File: src/rtl/fifo_write_arbiter_if.sv
// -----------------------------------------------------------------------------
// fifo_write_arbiter_if
// Groups the requester streams and the FIFO write side that pass through
// fifo_write_arbiter.
//   req_valid/req_last/req_data : per-requester stream (requester i uses
//                                 req_data[i*DSIZE +: DSIZE])
//   req_ready                   : per-requester ready, one-hot or zero
//   wfull                       : FIFO full flag (write domain)
//   winc/wdata                  : FIFO write enable and data
// Modports: master = requesters + FIFO model, slave = arbiter.
// -----------------------------------------------------------------------------
interface fifo_write_arbiter_if #(
  parameter int NREQ  = 4,
  parameter int DSIZE = 8
);
  logic [NREQ-1:0]       req_valid;
  logic [NREQ-1:0]       req_last;
  logic [NREQ*DSIZE-1:0] req_data;
  logic [NREQ-1:0]       req_ready;
  logic                  wfull;
  logic                  winc;
  logic [DSIZE-1:0]      wdata;

  modport master (
    output req_valid, req_last, req_data, wfull,
    input  req_ready, winc, wdata
  );

  modport slave (
    input  req_valid, req_last, req_data, wfull,
    output req_ready, winc, wdata
  );
endinterface

File: src/rtl/fifo_write_arbiter.sv
// -----------------------------------------------------------------------------
// fifo_write_arbiter
// Round-robin arbiter sharing the write port of an async FIFO among NREQ
// valid/ready requesters. Runs entirely in the write clock domain.
// A winner keeps the port until its last beat or MAX_BURST beats, then the
// arbiter returns to IDLE for one cycle (which is also the arbitration cycle).
// Ports:
//   wclk       : write-domain clock
//   wrst       : asynchronous active-low reset
//   bus        : requester streams + FIFO write side (slave modport)
//   grant_id   : current owner, valid while busy=1
//   busy       : high while a requester owns the port
//   xfer_count : total beats written, wraps modulo 2^CWIDTH
// -----------------------------------------------------------------------------
module fifo_write_arbiter #(
  parameter int NREQ      = 4,
  parameter int DSIZE     = 8,
  parameter int MAX_BURST = 4,
  parameter int CWIDTH    = 16
) (
  input  logic                    wclk,
  input  logic                    wrst,
  fifo_write_arbiter_if.slave     bus,
  output logic [$clog2(NREQ)-1:0] grant_id,
  output logic                    busy,
  output logic [CWIDTH-1:0]       xfer_count
);
  localparam int IW = $clog2(NREQ);
  localparam int BW = $clog2(MAX_BURST + 1);

  typedef enum logic {IDLE = 1'b0, GRANT = 1'b1} state_t;

  state_t            state_reg, state_next;
  logic [IW-1:0]     grant_reg, grant_next;
  logic [IW-1:0]     last_owner_reg, last_owner_next;
  logic [BW-1:0]     beat_cnt_reg, beat_cnt_next;
  logic [CWIDTH-1:0] xfer_count_reg, xfer_count_next;

  logic [DSIZE-1:0]  data_slice [NREQ];
  logic [IW-1:0]     winner;
  logic [IW-1:0]     cand;
  logic              winner_found;
  int                idx;
  logic              beat;
  logic              burst_done;

  generate
    for (genvar gi = 0; gi < NREQ; gi++) begin : g_slice
      assign data_slice[gi] = bus.req_data[gi*DSIZE +: DSIZE];
    end
  endgenerate

  // Round-robin search: first valid requester after last_owner, with wrap.
  always_comb begin
    winner       = '0;
    winner_found = 1'b0;
    idx          = 0;
    cand         = '0;
    for (int k = 1; k <= NREQ; k++) begin
      idx = int'(last_owner_reg) + k;
      if (idx >= NREQ) idx = idx - NREQ;
      cand = IW'(idx);
      if (!winner_found && bus.req_valid[cand]) begin
        winner       = cand;
        winner_found = 1'b1;
      end
    end
  end

  assign beat       = bus.winc;
  assign burst_done = bus.req_last[grant_reg] |
                      (beat_cnt_reg == BW'(MAX_BURST - 1));

  // State register
  always_ff @(posedge wclk or negedge wrst) begin
    if (!wrst) begin
      state_reg      <= IDLE;
      grant_reg      <= '0;
      last_owner_reg <= IW'(NREQ - 1);
      beat_cnt_reg   <= '0;
      xfer_count_reg <= '0;
    end else begin
      state_reg      <= state_next;
      grant_reg      <= grant_next;
      last_owner_reg <= last_owner_next;
      beat_cnt_reg   <= beat_cnt_next;
      xfer_count_reg <= xfer_count_next;
    end
  end

  // Next-state logic
  always_comb begin
    state_next      = state_reg;
    grant_next      = grant_reg;
    last_owner_next = last_owner_reg;
    beat_cnt_next   = beat_cnt_reg;
    xfer_count_next = xfer_count_reg;
    if (beat) xfer_count_next = xfer_count_reg + CWIDTH'(1);
    case (state_reg)
      IDLE: begin
        // wfull deliberately does not gate the grant.
        if (winner_found) begin
          state_next = GRANT;
          grant_next = winner;
        end
      end
      GRANT: begin
        if (beat) begin
          if (burst_done) begin
            state_next      = IDLE;
            last_owner_next = grant_reg;
            beat_cnt_next   = '0;
          end else begin
            beat_cnt_next = beat_cnt_reg + BW'(1);
          end
        end
      end
      default: state_next = IDLE;
    endcase
  end

  // Outputs: combinational from the registered owner.
  always_comb begin
    busy          = 1'b0;
    bus.winc      = 1'b0;
    bus.req_ready = '0;
    bus.wdata     = '0;
    if (state_reg == GRANT) begin
      busy                     = 1'b1;
      bus.req_ready[grant_reg] = !bus.wfull;
      bus.winc                 = bus.req_valid[grant_reg] & !bus.wfull;
      bus.wdata                = data_slice[grant_reg];
    end
  end

  assign grant_id   = grant_reg;
  assign xfer_count = xfer_count_reg;
endmodule

File: src/flat_wrapper.sv
// flat-port wrapper written by rule: the top's interface ports become plain ports
module fifo_write_arbiter_flat 
#(
  parameter int NREQ      = 4,
  parameter int DSIZE     = 8,
  parameter int MAX_BURST = 4,
  parameter int CWIDTH    = 16
)
  (wclk, wrst, grant_id, busy, xfer_count, bus_req_valid, bus_req_last, bus_req_data, bus_wfull, bus_req_ready, bus_winc, bus_wdata);
  fifo_write_arbiter_if #(.NREQ(NREQ), .DSIZE(DSIZE)) bus_i ();
  input  logic wclk;
  input  logic wrst;
  output logic [$clog2(NREQ)-1:0] grant_id;
  output logic busy;
  output logic [CWIDTH-1:0] xfer_count;
  input wire logic [$bits(bus_i.req_valid)-1:0] bus_req_valid;
  input wire logic [$bits(bus_i.req_last)-1:0] bus_req_last;
  input wire logic [$bits(bus_i.req_data)-1:0] bus_req_data;
  input wire logic [$bits(bus_i.wfull)-1:0] bus_wfull;
  output wire logic [$bits(bus_i.req_ready)-1:0] bus_req_ready;
  output wire logic [$bits(bus_i.winc)-1:0] bus_winc;
  output wire logic [$bits(bus_i.wdata)-1:0] bus_wdata;
  assign bus_i.req_valid = bus_req_valid;
  assign bus_i.req_last = bus_req_last;
  assign bus_i.req_data = bus_req_data;
  assign bus_i.wfull = bus_wfull;
  assign bus_req_ready = bus_i.req_ready;
  assign bus_winc = bus_i.winc;
  assign bus_wdata = bus_i.wdata;
  fifo_write_arbiter #(.NREQ(NREQ), .DSIZE(DSIZE), .MAX_BURST(MAX_BURST), .CWIDTH(CWIDTH)) u_core (.wclk(wclk), .wrst(wrst), .bus(bus_i), .grant_id(grant_id), .busy(busy), .xfer_count(xfer_count));
endmodule
File: config.mk
export PLATFORM = sky130hd
export DESIGN_NAME = fifo_write_arbiter_flat
export DESIGN_NICKNAME = d
export VERILOG_FILES = /design/src/rtl/fifo_write_arbiter_if.sv /design/src/rtl/fifo_write_arbiter.sv /design/src/flat_wrapper.sv
export SDC_FILE = /design/constraint.sdc
export NUM_CORES = 1
export LEC_CHECK = 0
export CAP_MARGIN = 25
export CELL_PAD_IN_SITES_DETAIL_PLACEMENT = 1
export CELL_PAD_IN_SITES_GLOBAL_PLACEMENT = 2
export CORE_UTILIZATION = 25
export CTS_BUF_LIST = sky130_fd_sc_hd__clkbuf_4 sky130_fd_sc_hd__clkbuf_8 sky130_fd_sc_hd__clkbuf_16
export CTS_CLUSTER_DIAMETER = 200
export DETAILED_ROUTE_END_ITERATION = 12
export PLACE_DENSITY_LB_ADDON = 0.1
export REMOVE_ABC_BUFFERS = 1
export SLEW_MARGIN = 20
export SYNTH_ARGS = -nofsm -noshare
export SYNTH_HDL_FRONTEND = slang
export SYNTH_SLANG_ARGS = --single-unit
File: constraint.sdc
create_clock -name wclk -period 3.32 [get_ports wclk]
set_input_delay 0.664 -clock wclk [delete_from_list [all_inputs] [get_ports wclk]]
set_output_delay 0.664 -clock wclk [all_outputs]
set_load 0.05 [all_outputs]
After elaboration in Yosys (flattened, before gate mapping)
Cells that the tools add are included.
{"block": "word_totals", "register_bits": 24, "word_cells": 81}
{"block": "op_classes", "muxes": 38, "order_cmp": 11, "add_sub_neg": 10, "n_bitwise": 5, "n_eq_ne": 1, "n_reduce_logical": 11}
{"cell": "$mux W8", "n": 3}
{"cell": "$add A16 B1 Y16 const B", "n": 1}
{"cell": "$bmux W8 S2", "n": 1}
{"cell": "$mux W1", "n": 16}
{"cell": "$mux W2", "n": 8}
{"cell": "$lt A2 B3 Y1 const B", "n": 5}
{"cell": "$bmux W1 S2", "n": 6}
{"cell": "$ge A3 B3 Y1 const B", "n": 4}
{"cell": "$sub A2 B1 Y2 const B", "n": 4}
{"cell": "$add A2 B2 Y3 const B", "n": 2}
{"cell": "$add A2 B3 Y4 const B", "n": 1}
{"cell": "$and A4 B4 Y4", "n": 1}
{"cell": "$ge A4 B3 Y1 const B", "n": 1}
{"cell": "$logic_and A1 B1 Y1", "n": 4}
{"cell": "$logic_not A1 Y1", "n": 4}
{"cell": "$mux W4", "n": 1}
{"cell": "$reduce_and A2 Y1", "n": 2}
{"cell": "$add A2 B1 Y3 const B", "n": 1}
{"cell": "$add A3 B1 Y3 const B", "n": 1}
{"cell": "$eq A3 B2 Y1 const B", "n": 1}
{"cell": "$mux W3", "n": 1}
{"cell": "$not A2 Y3", "n": 1}
{"cell": "$reduce_and A3 Y1", "n": 1}
{"cell": "$demux W1 S2", "n": 1}
{"cell": "other kinds (5)", "n": 5}

Depth between registers and ports, before layout
Gate-level depths: netlist of run 1.
{"block": "logic_depth", "word_depth": 17, "ltp_mapped": 8, "depth_no_buf": 5}

Worst setup path before layout of run 1
OpenSTA, ideal clock, no wires.
{"block": "synth_timing", "path_type": "register -> output", "from": "reg u_core.grant_reg[1], in the netlist u_core.grant_id[1]", "to": "out bus_req_ready[2]", "stages_incl_launch_ff": 5, "n_path_buf": 2, "path_slack_ns": 0.703, "t_required_ns": 2.656, "arrival_ns": 1.953, "cell_sequence": "dfrtp_1 > buf_2 > buf_1 > inv_1 > nor2_1"}
{"block": "synth_via", "elab_chain_len": 6}
{"element": "start: declaration", "line_no": "fifo_write_arbiter.sv:34", "rtl": "logic [IW-1:0] grant_reg, grant_next;"}
{"element": "start signal: assignment", "line_no": "fifo_write_arbiter.sv:84", "rtl": "grant_reg <= grant_next;"}
{"element": "$lt A2 B3 Y1 (implied by the code) or $ge A2 B1 Y1 (tied branches)", "line_no": "fifo_write_arbiter.sv:130", "rtl": "bus.req_ready[grant_reg] = !bus.wfull;"}
{"element": "$logic_and A1 B1 Y1 (implied by the code)", "line_no": "fifo_write_arbiter.sv:130"}
{"element": "$mux W1 (implied by the code)", "line_no": "fifo_write_arbiter.sv:130"}
{"element": "$demux W1 S2 *"}
{"element": "$and A4 B4 Y4 (no line) *"}
{"element": "$mux W4 *", "line_no": "fifo_write_arbiter.sv:128", "rtl": "if (state_reg == GRANT) begin"}
{"element": "end: declaration", "line_no": "flat_wrapper.sv:20", "rtl": "output wire logic [$bits(bus_i.req_ready)-1:0] bus_req_ready;"}
Every way passes the cells marked *; elsewhere a longest branch is shown, timed or not.

Worst setup path after layout of run 1
{"block": "layout_timing", "from": "in bus_req_data[27]", "to": "out bus_wdata[3]"}
{"block": "layout_via", "elab_chain_len": 4}
{"element": "start: declaration", "line_no": "flat_wrapper.sv:18", "rtl": "input wire logic [$bits(bus_i.req_data)-1:0] bus_req_data;"}
{"element": "$bmux W8 S2", "line_no": "fifo_write_arbiter.sv:132", "rtl": "bus.wdata = data_slice[grant_reg];"}
{"element": "$mux W8 (implied by the code) (2 in series)", "line_no": "fifo_write_arbiter.sv:132"}
{"element": "$mux W8", "line_no": "fifo_write_arbiter.sv:128"}
{"element": "end: declaration", "line_no": "flat_wrapper.sv:22", "rtl": "output wire logic [$bits(bus_i.wdata)-1:0] bus_wdata;"}
No other way between the ends. The select of a mux whose other input is x is not followed.

==> results.py, run 1 <==
metrics = {
    "floorplanning": {
        "die_area_um2": 6250,
        "core_um2": 5610,
        "core.rowCount": 27,
        "io-pin-count": 75,
        "die_w_um": 79.0,
        "fp.dieH_um": 79.0,
        "start_util_pct": 26.5,
    },
    "power_and_ir_drop": {
        "ir_drop_mv": 0.409,
        "seq_power_share_pct": 26.7,
        "switching_share_pct": 48.3,
        "p_sw_w": 0.000889,
        "p_comb_share_pct": 62.8,
        "power_frac_clock_pct": 10.5,
        "power.internal_w": 0.000952,
        "power.leakage_nw": 0.931,
        "power.density_nw_per_um2": 786,
    },
    "synthesis": {
        "ys_ff_latch": 24,
        "synth_warnings": 0,
        "syn_area_per_cell_um2": 10.8,
        "synth.distinct_cells": 36,
        "syn_inst": 137,
        "seq_area_frac_synth_pct": 40.6,
        "synth_area_um2": 1480,
    },
    "cells_and_area": {
        "antennaDiodeCount": 0,
        "largest_register_ffs": 16,
        "drive_gt1_share_pct": 12.4,
        "nNetsFinal": 257,
        "final_util_pct": 41.8,
        "syn_to_final_growth_pct": 57.8,
    },
    "clock_network": {
        "cts_tree": "built",
        "cts_made_buffers": 3,
        "htree_levels": 1,
        "clkTransAtPathRegs_ps": 80,
        "cts_max_path_buffers": 2,
        "cts_resized": 0,
        "cts_setup_buffers": 0,
        "cts_root_buffer": "clkbuf_8",
        "hold_buffers": 0,
        "clkLatencyLatePin_ps": 260,
        "cts_sinks": 24,
    },
    "worst_setup_path": {
        "arrival_ps": 2410,
        "cp_max_fo": 1,
        "ff2ff_setup_slack_ps": 1230,
        "r2r_start": "u_core.grant_id[0]",
        "crit_required_ps": 2660,
        "worstSetupPathType": "input pin to output pin",
        "worst-r2r-cell-count": 5,
        "crit_path_start": "bus_req_data[27]",
        "endpoint_kind": "output pin",
        "crit_path_start_kind": "input pin",
        "rr_endpoint": "u_core.last_owner_reg[0]",
    },
    "sta": {
        "fin_skew_ps": 5.56,
        "final-hold-violation-count": 0,
        "period_share_pct": 92.5,
        "finalSetupViolations": 0,
        "rsz0062_at_grt": "false",
        "max_freq_mhz": 326,
        "worst_pin_slew_ps": 634,
        "max_slew_margin_pct": 57.7,
        "drv_slew": 0,
        "fin_setup_tns_ps": 0,
        "finalCriticalPeriod_ps": 3070,
    },
    "drt": {
        "drc_errors": 0,
        "routed_wl_um": 4460,
        "ant_nets": 0,
        "first_iter_violations": 39,
        "vias": 1344,
        "viasPerCell": 4.77,
        "drtPass1Iterations": 4,
        "wl_per_cell_um": 15.8,
    },
    "grt": {
        "grt_pass1_wl_um": 7330,
        "grt_pass1_vias": 1437,
        "antenna_found_initial": 0,
        "overflow": 0,
        "grtUsageTotal_pct": 15.1,
        "grt_max_degree": 25,
    },
    "placed_design": {
        "portBuffers": 74,
        "gp_routability_congestion": 0.667,
        "post-dp-hpwl_um": 3530,
    },
    "hold_path": {
        "min_path_type": "flop to flop",
        "min_from": "u_core.xfer_count[15]",
        "hold_path_depth": 1,
        "hold_end": "u_core.xfer_count[15]",
    },
    "flow_run": {
        "cap_violations": 0,
    },
    "status": {
        "status": "finished, final reports clean",
    },
}
-- through the flow --
stage / cell area, um^2 / worst slack (ps) / hold slack [ps] / cells / power [W]
final: 2340 / 248 / 484 / 282 / 0.00184
after floorplan: 1440 / 732 / 368 / 130 / 0.00125
after global routing: 2340 / 205 / 503 / 282 / 0.00196
after detailed placement: 2290 / 246 / 477 / 278 / 0.00166
after global placement: 2290 / 274 / 464 / 278 / 0.00164
after CTS: 2340 / 240 / 490 / 282 / 0.00187
-- Yosys cell counts (all sizes together) --
| library cell | number | share of area, % |
|---|---|---|
| dfrtp | 22 | 37 |
| xor2 | 2 | 1.2 |
| a22oi | 1 | 0.51 |
| o221ai | 1 | 0.59 |
| or3b | 1 | 0.59 |
| and2 | 9 | 3.8 |
| a31oi | 1 | 0.42 |
| mux2i | 3 | 2.0 |
| o21ai | 3 | 1.0 |
| nor4 | 1 | 0.42 |
| o22a | 2 | 1.2 |
| ha | 3 | 2.5 |
| mux4 | 9 | 14 |
| a31o | 1 | 0.59 |
| mux2 | 2 | 1.5 |
| a21oi | 2 | 0.67 |
| buf | 5 | 2.7 |
| and3 | 2 | 0.84 |
| nand3b | 2 | 1.0 |
| clkbuf | 2 | 0.51 |
| dfstp | 2 | 3.5 |
| nand4 | 9 | 3.8 |
| clkinv | 1 | 0.59 |
| inv | 6 | 1.5 |
| nand3 | 5 | 1.7 |
| nor3 | 2 | 1.0 |
| nor2 | 12 | 3.2 |
| nand2 | 10 | 2.5 |
| xnor2 | 13 | 7.7 |
| and4 | 2 | 1.2 |
| o22ai | 1 | 0.42 |
-- area by class of cell --
type                            count  area [um^2]
Fill cell                         647         3270
Multi-Input combinational cell     99          802
Sequential cell                    24          603
Tap cell                           72         90.1
Timing Repair Buffer               76          761
Inverter                            7         31.3
Clock buffer                        4         55.1
-- kinds of logic after synthesis --
family | after synthesis | share of synthesized area, %
xor gates and xnor gates | 15 | 8.85
adders and majority gates | 3 | 2.53
AOI/OAI and AO/OA | 12 | 5.40
buffers and inverters | 14 | 5.31
and+or+nand+nor | 55 | 20.1
DFF | 24 | 40.6
muxes | 14 | 17.2
-- worst max-delay path by stage --
| stage | to | slack [ps] | depth (start not counted) |
|---|---|---|---|
| 2_1_floorplan | bus_req_ready[0] | 730 | 2 |
| 3_3_place_gp | bus_wdata[6] | 270 | 4 |
| 3_5_place_dp | bus_wdata[3] | 250 | 4 |
| 4_1_cts | bus_wdata[3] | 240 | 4 |
| 5_1_grt | bus_wdata[3] | 200 | 4 |
| 6_report | bus_wdata[3] | 250 | 4 |
-- per-layer routing --
metal	vias up	GRT usage (%)	part of all wire (%)
li1	639	-	-
met1	658	19.8	44
met2	45	26.3	50
met3	2	2.76	5.6
met4	0	2.18	0.43
met5	-	0	0
-- critical path: stages --
cell	delay, ps
clkdlybuf4s50_1	430
mux4_2	470
and2_1	160
clkdlybuf4s50_1	690
-- power groups by stage --
stage               clock network, W  logic [W]  registers (W)
finish                      0.000193    0.00116       0.000491
global route                0.000217    0.00123       0.000510
CTS                         0.000204    0.00117       0.000494
detailed placement                 0    0.00117       0.000497
global placement                   0    0.00115       0.000490
floorplan                          0   0.000616       0.000637
-- placed cells by master, fill, tap and decap left out, drive strengths merged, types with 2 or more instances in the layout --
| cell | count |
|---|---|
| nor3 | 2 |
| nand3b | 2 |
| clkdlybuf4s50 | 71 |
| o22a | 2 |
| mux4 | 9 |
| mux2i | 3 |
| a21oi | 2 |
| xnor2 | 13 |
| buf | 5 |
| nand4 | 9 |
| o21ai | 3 |
| dfstp | 2 |
| ha | 3 |
| clkbuf | 4 |
| inv | 6 |
| nor2 | 12 |
| and2 | 9 |
| nand3 | 5 |
| xor2 | 2 |
| nand2 | 10 |
| and3 | 2 |
| dfrtp | 22 |
| and4 | 2 |
| mux2 | 2 |
(Power assumes the default switching activity.)
==> inputs of run 2 (changes only) <==
ABC_AREA = 0   (was unset)
CAP_MARGIN = 10   (was 25)
==> results of run 2 <==
The final DEF is identical to that of run 1; final timing and power are the same.
